[src/rtl/inst_rom_loader_if.sv]
// inst_rom_loader_if: byte-stream handshake plus instruction-memory write bus.
// The master modport drives the byte stream and observes the memory writes.
// The slave modport is the loader's side of the same signals.
interface inst_rom_loader_if #(
  parameter int ADDR_W = 10
);
  logic [7:0]        byte_i;
  logic              byte_valid_i;
  logic              byte_ready_o;
  logic              mem_we_o;
  logic [ADDR_W-1:0] mem_addr_o;
  logic [31:0]       mem_wdata_o;

  modport master (
    output byte_i, byte_valid_i,
    input  byte_ready_o, mem_we_o, mem_addr_o, mem_wdata_o
  );

  modport slave (
    input  byte_i, byte_valid_i,
    output byte_ready_o, mem_we_o, mem_addr_o, mem_wdata_o
  );
endinterface

[src/rtl/inst_rom_loader.sv]
// inst_rom_loader: boot-time instruction memory writer.
// Consumes a byte stream: 4-byte little-endian word count N, then N
// little-endian 32-bit words, each written to the instruction memory
// through a single-cycle write strobe. The core is held in reset until the
// image is complete.
// Optional feature macro: LOADER_CKSUM_EN -- when defined, a trailing byte
// must equal the XOR of every accepted length/data byte, else the load fails.
// All outputs come straight from flops; no combinational path from the
// byte stream to any output.
module inst_rom_loader #(
  parameter int ADDR_W = 10
) (
  input  logic                  clk_i,
  input  logic                  rst_i,
  inst_rom_loader_if.slave      bus,
  input  logic                  start_i,
  output logic                  cpu_hold_o,
  output logic                  done_o,
  output logic                  err_o
);

  // Largest legal word count: the whole memory.
  localparam logic [32:0] CAP = 33'd1 << ADDR_W;

  typedef enum logic [2:0] {
    S_LEN,
    S_DATA,
    S_WRITE,
`ifdef LOADER_CKSUM_EN
    S_CKSUM,
`endif
    S_DONE,
    S_ERR
  } state_t;

  // State entered once the last word is written (or N == 0).
`ifdef LOADER_CKSUM_EN
  localparam state_t S_TAIL = S_CKSUM;
`else
  localparam state_t S_TAIL = S_DONE;
`endif

  // Control state
  state_t            state_q, state_d;
  logic [1:0]        cnt_q, cnt_d;
  logic [ADDR_W:0]   idx_q, idx_d;
`ifdef LOADER_CKSUM_EN
  logic [7:0]        xor_q, xor_d;
`endif

  // Data shift registers
  logic [31:0]       len_q, word_q;
  logic [31:0]       len_sh, word_sh;

  // Registered outputs
  logic              byte_ready_q;
  logic              mem_we_q, mem_we_d;
  logic [ADDR_W-1:0] mem_addr_q, mem_addr_d;
  logic [31:0]       mem_wdata_q, mem_wdata_d;
  logic              cpu_hold_q;
  logic              done_q;
  logic              err_q;

  logic              take;
  logic              rearm;

  // States in which the loader consumes stream bytes.
  function automatic logic rx_state(input state_t s);
    logic r;
    r = 1'b0;
    case (s)
      S_LEN, S_DATA: r = 1'b1;
`ifdef LOADER_CKSUM_EN
      S_CKSUM:       r = 1'b1;
`endif
      default:       r = 1'b0;
    endcase
    return r;
  endfunction

  assign take    = bus.byte_valid_i & byte_ready_q;
  assign rearm   = start_i & ((state_q == S_DONE) | (state_q == S_ERR));
  assign len_sh  = {bus.byte_i, len_q[31:8]};
  assign word_sh = {bus.byte_i, word_q[31:8]};

  // Next-state and next-output decode for the load sequence
  always_comb begin
    state_d     = state_q;
    cnt_d       = cnt_q;
    idx_d       = idx_q;
`ifdef LOADER_CKSUM_EN
    xor_d       = xor_q;
`endif
    mem_we_d    = 1'b0;
    mem_addr_d  = mem_addr_q;
    mem_wdata_d = mem_wdata_q;
    case (state_q)
      S_LEN: begin
        if (take) begin
          cnt_d = cnt_q + 2'd1;
`ifdef LOADER_CKSUM_EN
          xor_d = xor_q ^ bus.byte_i;
`endif
          if (cnt_q == 2'd3) begin
            if ({1'b0, len_sh} > CAP) begin
              state_d = S_ERR;
            end else if (len_sh == 32'd0) begin
              state_d = S_TAIL;
            end else begin
              state_d = S_DATA;
              idx_d   = '0;
            end
          end
        end
      end
      S_DATA: begin
        if (take) begin
          cnt_d = cnt_q + 2'd1;
`ifdef LOADER_CKSUM_EN
          xor_d = xor_q ^ bus.byte_i;
`endif
          if (cnt_q == 2'd3) begin
            state_d     = S_WRITE;
            mem_we_d    = 1'b1;
            mem_addr_d  = idx_q[ADDR_W-1:0];
            mem_wdata_d = word_sh;
          end
        end
      end
      S_WRITE: begin
        idx_d = idx_q + 1'b1;
        if (32'(idx_d) == len_q) state_d = S_TAIL;
        else                     state_d = S_DATA;
      end
`ifdef LOADER_CKSUM_EN
      S_CKSUM: begin
        if (take) state_d = (bus.byte_i == xor_q) ? S_DONE : S_ERR;
      end
`endif
      S_DONE, S_ERR: begin
        if (start_i) begin
          state_d = S_LEN;
          cnt_d   = '0;
          idx_d   = '0;
`ifdef LOADER_CKSUM_EN
          xor_d   = '0;
`endif
        end
      end
      default: state_d = S_LEN;
    endcase
  end

  // FSM state and registered outputs; outputs decode from the next state
  always_ff @(posedge clk_i or negedge rst_i) begin
    if (!rst_i) begin
      state_q      <= S_LEN;
      cnt_q        <= '0;
      idx_q        <= '0;
`ifdef LOADER_CKSUM_EN
      xor_q        <= '0;
`endif
      byte_ready_q <= 1'b1;
      mem_we_q     <= 1'b0;
      mem_addr_q   <= '0;
      mem_wdata_q  <= '0;
      cpu_hold_q   <= 1'b1;
      done_q       <= 1'b0;
      err_q        <= 1'b0;
    end else begin
      state_q      <= state_d;
      cnt_q        <= cnt_d;
      idx_q        <= idx_d;
`ifdef LOADER_CKSUM_EN
      xor_q        <= xor_d;
`endif
      byte_ready_q <= rx_state(state_d);
      mem_we_q     <= mem_we_d;
      mem_addr_q   <= mem_addr_d;
      mem_wdata_q  <= mem_wdata_d;
      cpu_hold_q   <= (state_d != S_DONE);
      done_q       <= (state_d == S_DONE);
      err_q        <= (state_d == S_ERR);
    end
  end

  // Length and word shift registers: bytes arrive LSB first; a full
  // 4-byte shift always overwrites stale contents, so no reset is needed
  always_ff @(posedge clk_i) begin
    if (rearm) begin
      len_q  <= '0;
      word_q <= '0;
    end else begin
      if (take && (state_q == S_LEN))  len_q  <= len_sh;
      if (take && (state_q == S_DATA)) word_q <= word_sh;
    end
  end

  assign bus.byte_ready_o = byte_ready_q;
  assign bus.mem_we_o     = mem_we_q;
  assign bus.mem_addr_o   = mem_addr_q;
  assign bus.mem_wdata_o  = mem_wdata_q;
  assign cpu_hold_o       = cpu_hold_q;
  assign done_o           = done_q;
  assign err_o            = err_q;

endmodule
[src/flat_wrapper.sv]
// flat-port wrapper written by rule: the top's interface ports become plain ports
module inst_rom_loader_flat 
#(
  parameter int ADDR_W = 10
)
  (clk_i, rst_i, start_i, cpu_hold_o, done_o, err_o, bus_byte_i, bus_byte_valid_i, bus_byte_ready_o, bus_mem_we_o, bus_mem_addr_o, bus_mem_wdata_o);
  inst_rom_loader_if #(.ADDR_W(ADDR_W)) bus_i ();
  input  logic clk_i;
  input  logic rst_i;
  input  logic start_i;
  output logic cpu_hold_o;
  output logic done_o;
  output logic err_o;
  input wire logic [$bits(bus_i.byte_i)-1:0] bus_byte_i;
  input wire logic [$bits(bus_i.byte_valid_i)-1:0] bus_byte_valid_i;
  output wire logic [$bits(bus_i.byte_ready_o)-1:0] bus_byte_ready_o;
  output wire logic [$bits(bus_i.mem_we_o)-1:0] bus_mem_we_o;
  output wire logic [$bits(bus_i.mem_addr_o)-1:0] bus_mem_addr_o;
  output wire logic [$bits(bus_i.mem_wdata_o)-1:0] bus_mem_wdata_o;
  assign bus_i.byte_i = bus_byte_i;
  assign bus_i.byte_valid_i = bus_byte_valid_i;
  assign bus_byte_ready_o = bus_i.byte_ready_o;
  assign bus_mem_we_o = bus_i.mem_we_o;
  assign bus_mem_addr_o = bus_i.mem_addr_o;
  assign bus_mem_wdata_o = bus_i.mem_wdata_o;
  inst_rom_loader #(.ADDR_W(ADDR_W)) u_core (.clk_i(clk_i), .rst_i(rst_i), .bus(bus_i), .start_i(start_i), .cpu_hold_o(cpu_hold_o), .done_o(done_o), .err_o(err_o));
endmodule
[config.mk]
export PLATFORM = sky130hd
export DESIGN_NAME = inst_rom_loader_flat
export DESIGN_NICKNAME = d
export VERILOG_FILES = /design/src/rtl/inst_rom_loader_if.sv /design/src/rtl/inst_rom_loader.sv /design/src/flat_wrapper.sv
export SDC_FILE = /design/constraint.sdc
export NUM_CORES = 1
export LEC_CHECK = 0
export CORE_ASPECT_RATIO = 0.75
export CORE_MARGIN = 3
export CORE_UTILIZATION = 40
export CTS_CLUSTER_DIAMETER = 60
export CTS_CLUSTER_SIZE = 8
export DETAILED_ROUTE_END_ITERATION = 10
export GPL_ROUTABILITY_DRIVEN = 0
export HOLD_SLACK_MARGIN = 0.12
export SLEW_MARGIN = 15
export SYNTH_ARGS = -nofsm -noshare
export SYNTH_HDL_FRONTEND = slang
export SYNTH_SLANG_ARGS = --single-unit
[constraint.sdc]
create_clock -name clk_i -period 2.4 [get_ports clk_i]
set_input_delay 0.48 -clock clk_i [delete_from_list [all_inputs] [get_ports clk_i]]
set_output_delay 0.48 -clock clk_i [all_outputs]
set_load 0.1 [all_outputs]
# Word-level counts from Yosys, hierarchy flattened
# Cells that the tools add are included.
dict set report classes {
  n_addsub 2
  mul 0
  div 0
  magnitude_cmp 1
  n_eq_ne 16
  n_shift 0
  muxes 22
  n_bitwise 3
  n_reduce_logical 13
}
# cell count
set ops {}
lappend ops {{11-bit 2-to-1 mux} 5}
lappend ops {{11-bit one-hot mux with 3 select lines} 1}
lappend ops {{11-bit by 32-bit == test with 1-bit output} 1}
lappend ops {{32-bit by 11-bit greater-than comparator with 1-bit output, second input constant} 1}
lappend ops {{32-bit zero test} 1}
lappend ops {{3-bit 2-to-1 mux} 6}
lappend ops {{3-bit one-hot mux with 4 select lines} 1}
lappend ops {{11-bit by 1-bit adder with 11-bit output, second input constant} 1}
lappend ops {{3-bit by 2-bit == test with 1-bit output, second input constant} 3}
lappend ops {{2-bit 2-to-1 mux} 4}
lappend ops {{3-bit by 1-bit == test with 1-bit output, second input constant} 2}
lappend ops {{3-bit == test, second input constant} 2}
lappend ops {{3-bit zero test} 2}
lappend ops {{2-bit by 1-bit != test with 1-bit output, second input constant} 3}
lappend ops {{2-bit != test, second input constant} 3}
lappend ops {{3-bit AND reduction} 2}
lappend ops {{6-bit AND reduction} 1}
lappend ops {{2-bit OR reduction} 3}
lappend ops {{1-bit 2-to-1 mux} 4}
lappend ops {{2-bit one-hot mux with 2 select lines} 1}
lappend ops {{3-bit by 2-bit != test with 1-bit output, second input constant} 1}
lappend ops {{3-bit nonzero test} 1}
lappend ops {{2-bit by 1-bit adder with 2-bit output, second input constant} 1}
lappend ops {{1-bit bitwise AND} 2}
lappend ops {{other kinds (4)} 5}
dict set report word_totals {
  reg_bits 127
  latchBits 0
  ramBits 0
  romBits 0
  input_bits 12
  elab_cells 69
  mem_count 0
}

# Longest topological paths before layout
dict set report depth {
  word_depth 9
  depth_mapped 8
  depth_no_buf 7
}

# Worst setup path after synthesis
# No wires, ideal clock.
dict set report synth_path {
  path_kind {reg-to-reg}
  from {register u_core.byte_ready_q, in the netlist u_core.bus.byte_ready_o}
  to {register u_core.cpu_hold_q, in the netlist u_core.cpu_hold_o}
  setup_ps 80
  arrival_time_ps 2292
  t_required_ps 2320
  path_slack_ps 28
  stages_incl_launch_ff 7
  synth_period_minus_slack_ps 2372
  cell_sequence {dfstp_2 -> nand3_1 -> or4_1 -> or3_1 -> o31ai_1 -> a31oi_1 -> nand2b_1}
}
dict set report synth_via {
  elab_chain_len 4
  word_cells_on_any_way 5
  classes_between {eq/ne: 1; mux: 3; bitwise: 1}
}
# item line_no
set synth_lines {}
lappend synth_lines {{start: declaration} inst_rom_loader.sv:56} ;# logic byte_ready_q;
lappend synth_lines {{start signal: assignment} inst_rom_loader.sv:177} ;# byte_ready_q <= rx_state(state_d);
lappend synth_lines {{1-bit bitwise AND *} inst_rom_loader.sv:81} ;# assign take = bus.byte_valid_i & byte_ready_q;
lappend synth_lines {{3-bit 2-to-1 mux (on tied branches)} {inst_rom_loader.sv:117, inst_rom_loader.sv:99}}
lappend synth_lines {{3-bit one-hot mux with 4 select lines *} inst_rom_loader.sv:97} ;# case (state_q)
lappend synth_lines {{3-bit by 2-bit != test with 1-bit output *} inst_rom_loader.sv:181} ;# cpu_hold_q <= (state_d != S_DONE);
lappend synth_lines {{end signal: assignment} inst_rom_loader.sv:181}
lappend synth_lines {{end: declaration} inst_rom_loader.sv:60} ;# logic cpu_hold_q;
# Mark *: on every way between the ends. The rest lies on a longest branch, timed or not.
# A chain may end at the register's enable or synchronous reset.

# Final worst setup path
dict set report layout_path {
  from {register u_core.idx_q[0]}
  to {register u_core.cpu_hold_q, in the netlist u_core.cpu_hold_o}
}
dict set report layout_via {
  elab_chain_len 5
}
# item line_no
set layout_lines {}
lappend layout_lines {{start: declaration} inst_rom_loader.sv:46} ;# logic [ADDR_W:0] idx_q, idx_d;
lappend layout_lines {{start signal: assignment} inst_rom_loader.sv:173} ;# idx_q <= idx_d;
lappend layout_lines {{11-bit by 1-bit adder with 11-bit output} inst_rom_loader.sv:131} ;# idx_d = idx_q + 1'b1;
lappend layout_lines {{11-bit by 32-bit == test with 1-bit output} inst_rom_loader.sv:132} ;# if (32'(idx_d) == len_q) state_d = S_TAIL;
lappend layout_lines {{2-bit 2-to-1 mux} inst_rom_loader.sv:132}
lappend layout_lines {{3-bit one-hot mux with 4 select lines} inst_rom_loader.sv:97}
lappend layout_lines {{3-bit by 2-bit != test with 1-bit output} inst_rom_loader.sv:181}
# Every way passes these cells.

==> metrics.yaml <==
status: "complete, no violations"
grt_pass1_wl_um: 20000
finalSetupViolCount: 0
crit_arrival_ps: 2530
cts-root-buf: "clkbuf_16"
drt_iter0_drc: 295
synth_ff_type: "dfrtp_1"
synth.avg_cell_area_um2: 9.66
io_pins: 59
numClockSinks: 119
fin_crit_ps: 2210
ys_seq_elements: 119
worstPathRequired_ps: 2720
r2r-start: "u_core.idx_q[0]$_DFFE_PN0P_"
dieArea_um2: 14000
yosysTopAreaCell: "dfrtp_1"
max_slew_margin_pct: 64.3
syn_area_um2: 5040
areaGrowthSynthToFinish_pct: 29.1
dp_cells: 733
hpwlAfterDp_um: 7910
fin_worst_skew_ps: 16.0
grtUsageTotal_pct: 18.4
first_pass_iters: 5
cellLeakagePower_nw: 2.90
nets: 605
start_kind: "flop"
async_flop_share_pct: 52.9
htreeDepth: 4
grt_max_degree: 45
r2r_end: "u_core.cpu_hold_o$_DFF_PN1_"
synth_fp_nets: 536
drc_errors: 0
clkLatencyLatePin_ps: 410
hp-start: "u_core.word_q[9]$_SDFFE_PP0P_"
period_share_pct: 92.0
drive_above_1_share_pct: 27.9
antenna_found_initial: 0
grt_overflow_total: 0
power.total_mw: 7.15
crit_fanout: 7
hold_class: "flop to flop"
wire_per_inst_um: 15.4
cts.path.max_buffers: 2
path_clk_slew_ps: 50
start_util_pct: 42.2
reg2reg_depth: 7
whs_path_depth: 2
ys_warn_count: 0
fmax_mhz: 453
drv_slew: 0
dr_total_vias: 3966
num_antenna_cells: 0
worstMarginPinSlew_ps: 536
power_density_nw_per_um2: 1100
wl_um: 11800
hold_slack_ps: 459
utilization_pct: 54.5
post_cts_buffers: 0
syn_inst: 522
drv_cap: 0
die_h_um: 103
antenna_left: 0
ff2ff_setup_slack_ps: 190
io_buffers: 58
core_um2: 12000
ys_top_cells_by_area: "dfrtp_1 (30%), dfxtp_1 (22%), nand2_1 (9.6%)"
cts_tree: "done"
synth_cell_types: 54
stdcell_count: 765
yosysSeqAreaShare_pct: 53.5
first_global_vias: 3886
hold_viol: 0
cp-end-kind: "flop"
rsz0062_at_grt: "false"
critical_path_class: "flop to flop"
viasPerCell: 5.18
hold_end: "u_core.word_q[9]$_SDFFE_PP0P_"
die_w_um: 136
vdd_drop_max_v: 0.000564
num_rows: 34
fillers: 1103
synth_top_area_share_pct: 30.3
numCtsBuffers: 17
synth_edf_count: 0
## cells by family after synthesis
group / synth area share (%)
compound gates: 12.9
mux: 9.55
xor+xnor: 2.61
simple gates: 17.6
flops: 53.5
buf+inv: 3.37
fa+ha+maj: 0.496
## placed cells by master, fill, tap and decap left out, types with 7 or more instances in the layout
master           instances
nand3_1                  7
buf_4                   67
nand2_1                128
mux2_2                  41
nor2_1                  14
xnor2_1                  8
o21ai_2                 10
a21oi_1                 62
clkdlybuf4s50_1         10
dfxtp_1                 56
inv_1                    7
dfrtp_1                 61
o21ai_0                  8
clkbuf_16               17
xor2_1                   7
## routing by layer
metal	global-route usage [%]	share of wire [%]	routed length [um]
met5	0	0	0
met4	7.28	1.2	146
met3	4.06	4.5	532
met2	26.6	43	5020
met1	26.9	52	6100
## stage by stage
step / setup slack, ps / TNS (ps) / instance area, um^2
2_1_floorplan: 27.9 / 0 / 5040
3_5_place_dp: -96.4 / -188 / 5820
5_1_grt: 6.69 / 0 / 6510
4_1_cts: 129 / 0 / 6500
6_report: 193 / 0 / 6510
3_3_place_gp: -56.2 / -99.1 / 5820
## critical path: stages (launching register included)
cell      delay (ps)
dfrtp_1          460
ha_1             330
o21ba_2          220
a221oi_1         280
o22ai_1          150
nor4_2           330
a31oi_1          180
nand2b_1         190
## report_power, final
group	internal (mW)	switching [mW]
clock	2.02	0.859
combinational	0.667	0.867
sequential	2.33	0.409
total	5.02	2.14
## worst max-delay path by stage
stage,slack (ps),to,start
floorplan,30,u_core.cpu_hold_o$_DFF_PN1_,u_core.bus.byte_ready_o$_DFF_PN1_
global route,7,u_core.cpu_hold_o$_DFF_PN1_,u_core.idx_q[0]$_DFFE_PN0P_
finish,190,u_core.cpu_hold_o$_DFF_PN1_,u_core.idx_q[0]$_DFFE_PN0P_
global placement,-60,u_core.cpu_hold_o$_DFF_PN1_,bus_byte_i[2]
detailed placement,-100,u_core.cpu_hold_o$_DFF_PN1_,bus_byte_i[2]
CTS,130,u_core.cpu_hold_o$_DFF_PN1_,u_core.idx_q[0]$_DFFE_PN0P_
## cells in the mapped netlist, types with 2 or more instances
library cell	count
nand2_1	129
a21oi_1	62
dfrtp_1	61
dfxtp_1	56
mux2_2	41
clkbuf_1	24
nor2_1	15
o21ai_2	10
o21ai_0	8
xnor2_1	8
buf_2	7
inv_1	7
nand3_1	7
xor2_1	7
nor4_1	6
nor2b_1	5
nor3_1	5
nand4_1	4
o31ai_1	4
nand2b_1	3
or3_1	3
a31oi_1	2
and2_1	2
and3_1	2
and4_1	2
buf_1	2
dfstp_2	2
ha_1	2
mux2i_1	2
nand3b_1	2
nor3b_1	2
o211ai_1	2
o21a_1	2
o22ai_1	2
o311ai_0	2
o41ai_1	2
or2_2	2
or3b_2	2
## area by class of cell
| class | instances | area (um^2) | area share [%] |
|---|---|---|---|
| multi-input combinational | 362 | 2190 | 33.7 |
| clock inverter | 9 | 195 | 3.00 |
| inverter | 7 | 26.3 | 0.404 |
| clock buffer | 22 | 474 | 7.28 |
| timing repair buffer | 84 | 718 | 11.0 |
| sequential | 119 | 2700 | 41.5 |
| tap | 162 | 203 | 3.11 |
## registers in the layout (all words and copies together) (netlist names)
| name | count |
|---|---|
| u_core.len_q | 32 |
| u_core.bus.mem_wdata_o | 32 |
| u_core.bus.mem_addr_o | 10 |
| u_core.err_o | 1 |
| u_core.bus.mem_we_o | 1 |
| u_core.state_q | 3 |
| u_core.bus.byte_ready_o | 1 |
| u_core.cnt_q | 2 |
| u_core.idx_q | 11 |
| u_core.cpu_hold_o | 1 |
| u_core.word_q | 24 |
| u_core.done_o | 1 |
## repair_timing
item | in CTS | in global routing
resized for setup | 0 | 1
endpoints found under the setup margin | 0 | 1
endpoints found under the hold margin | 19 | 0
hold buffers | 1 | 0
No activity file was read; power rests on OpenSTA's default activity.
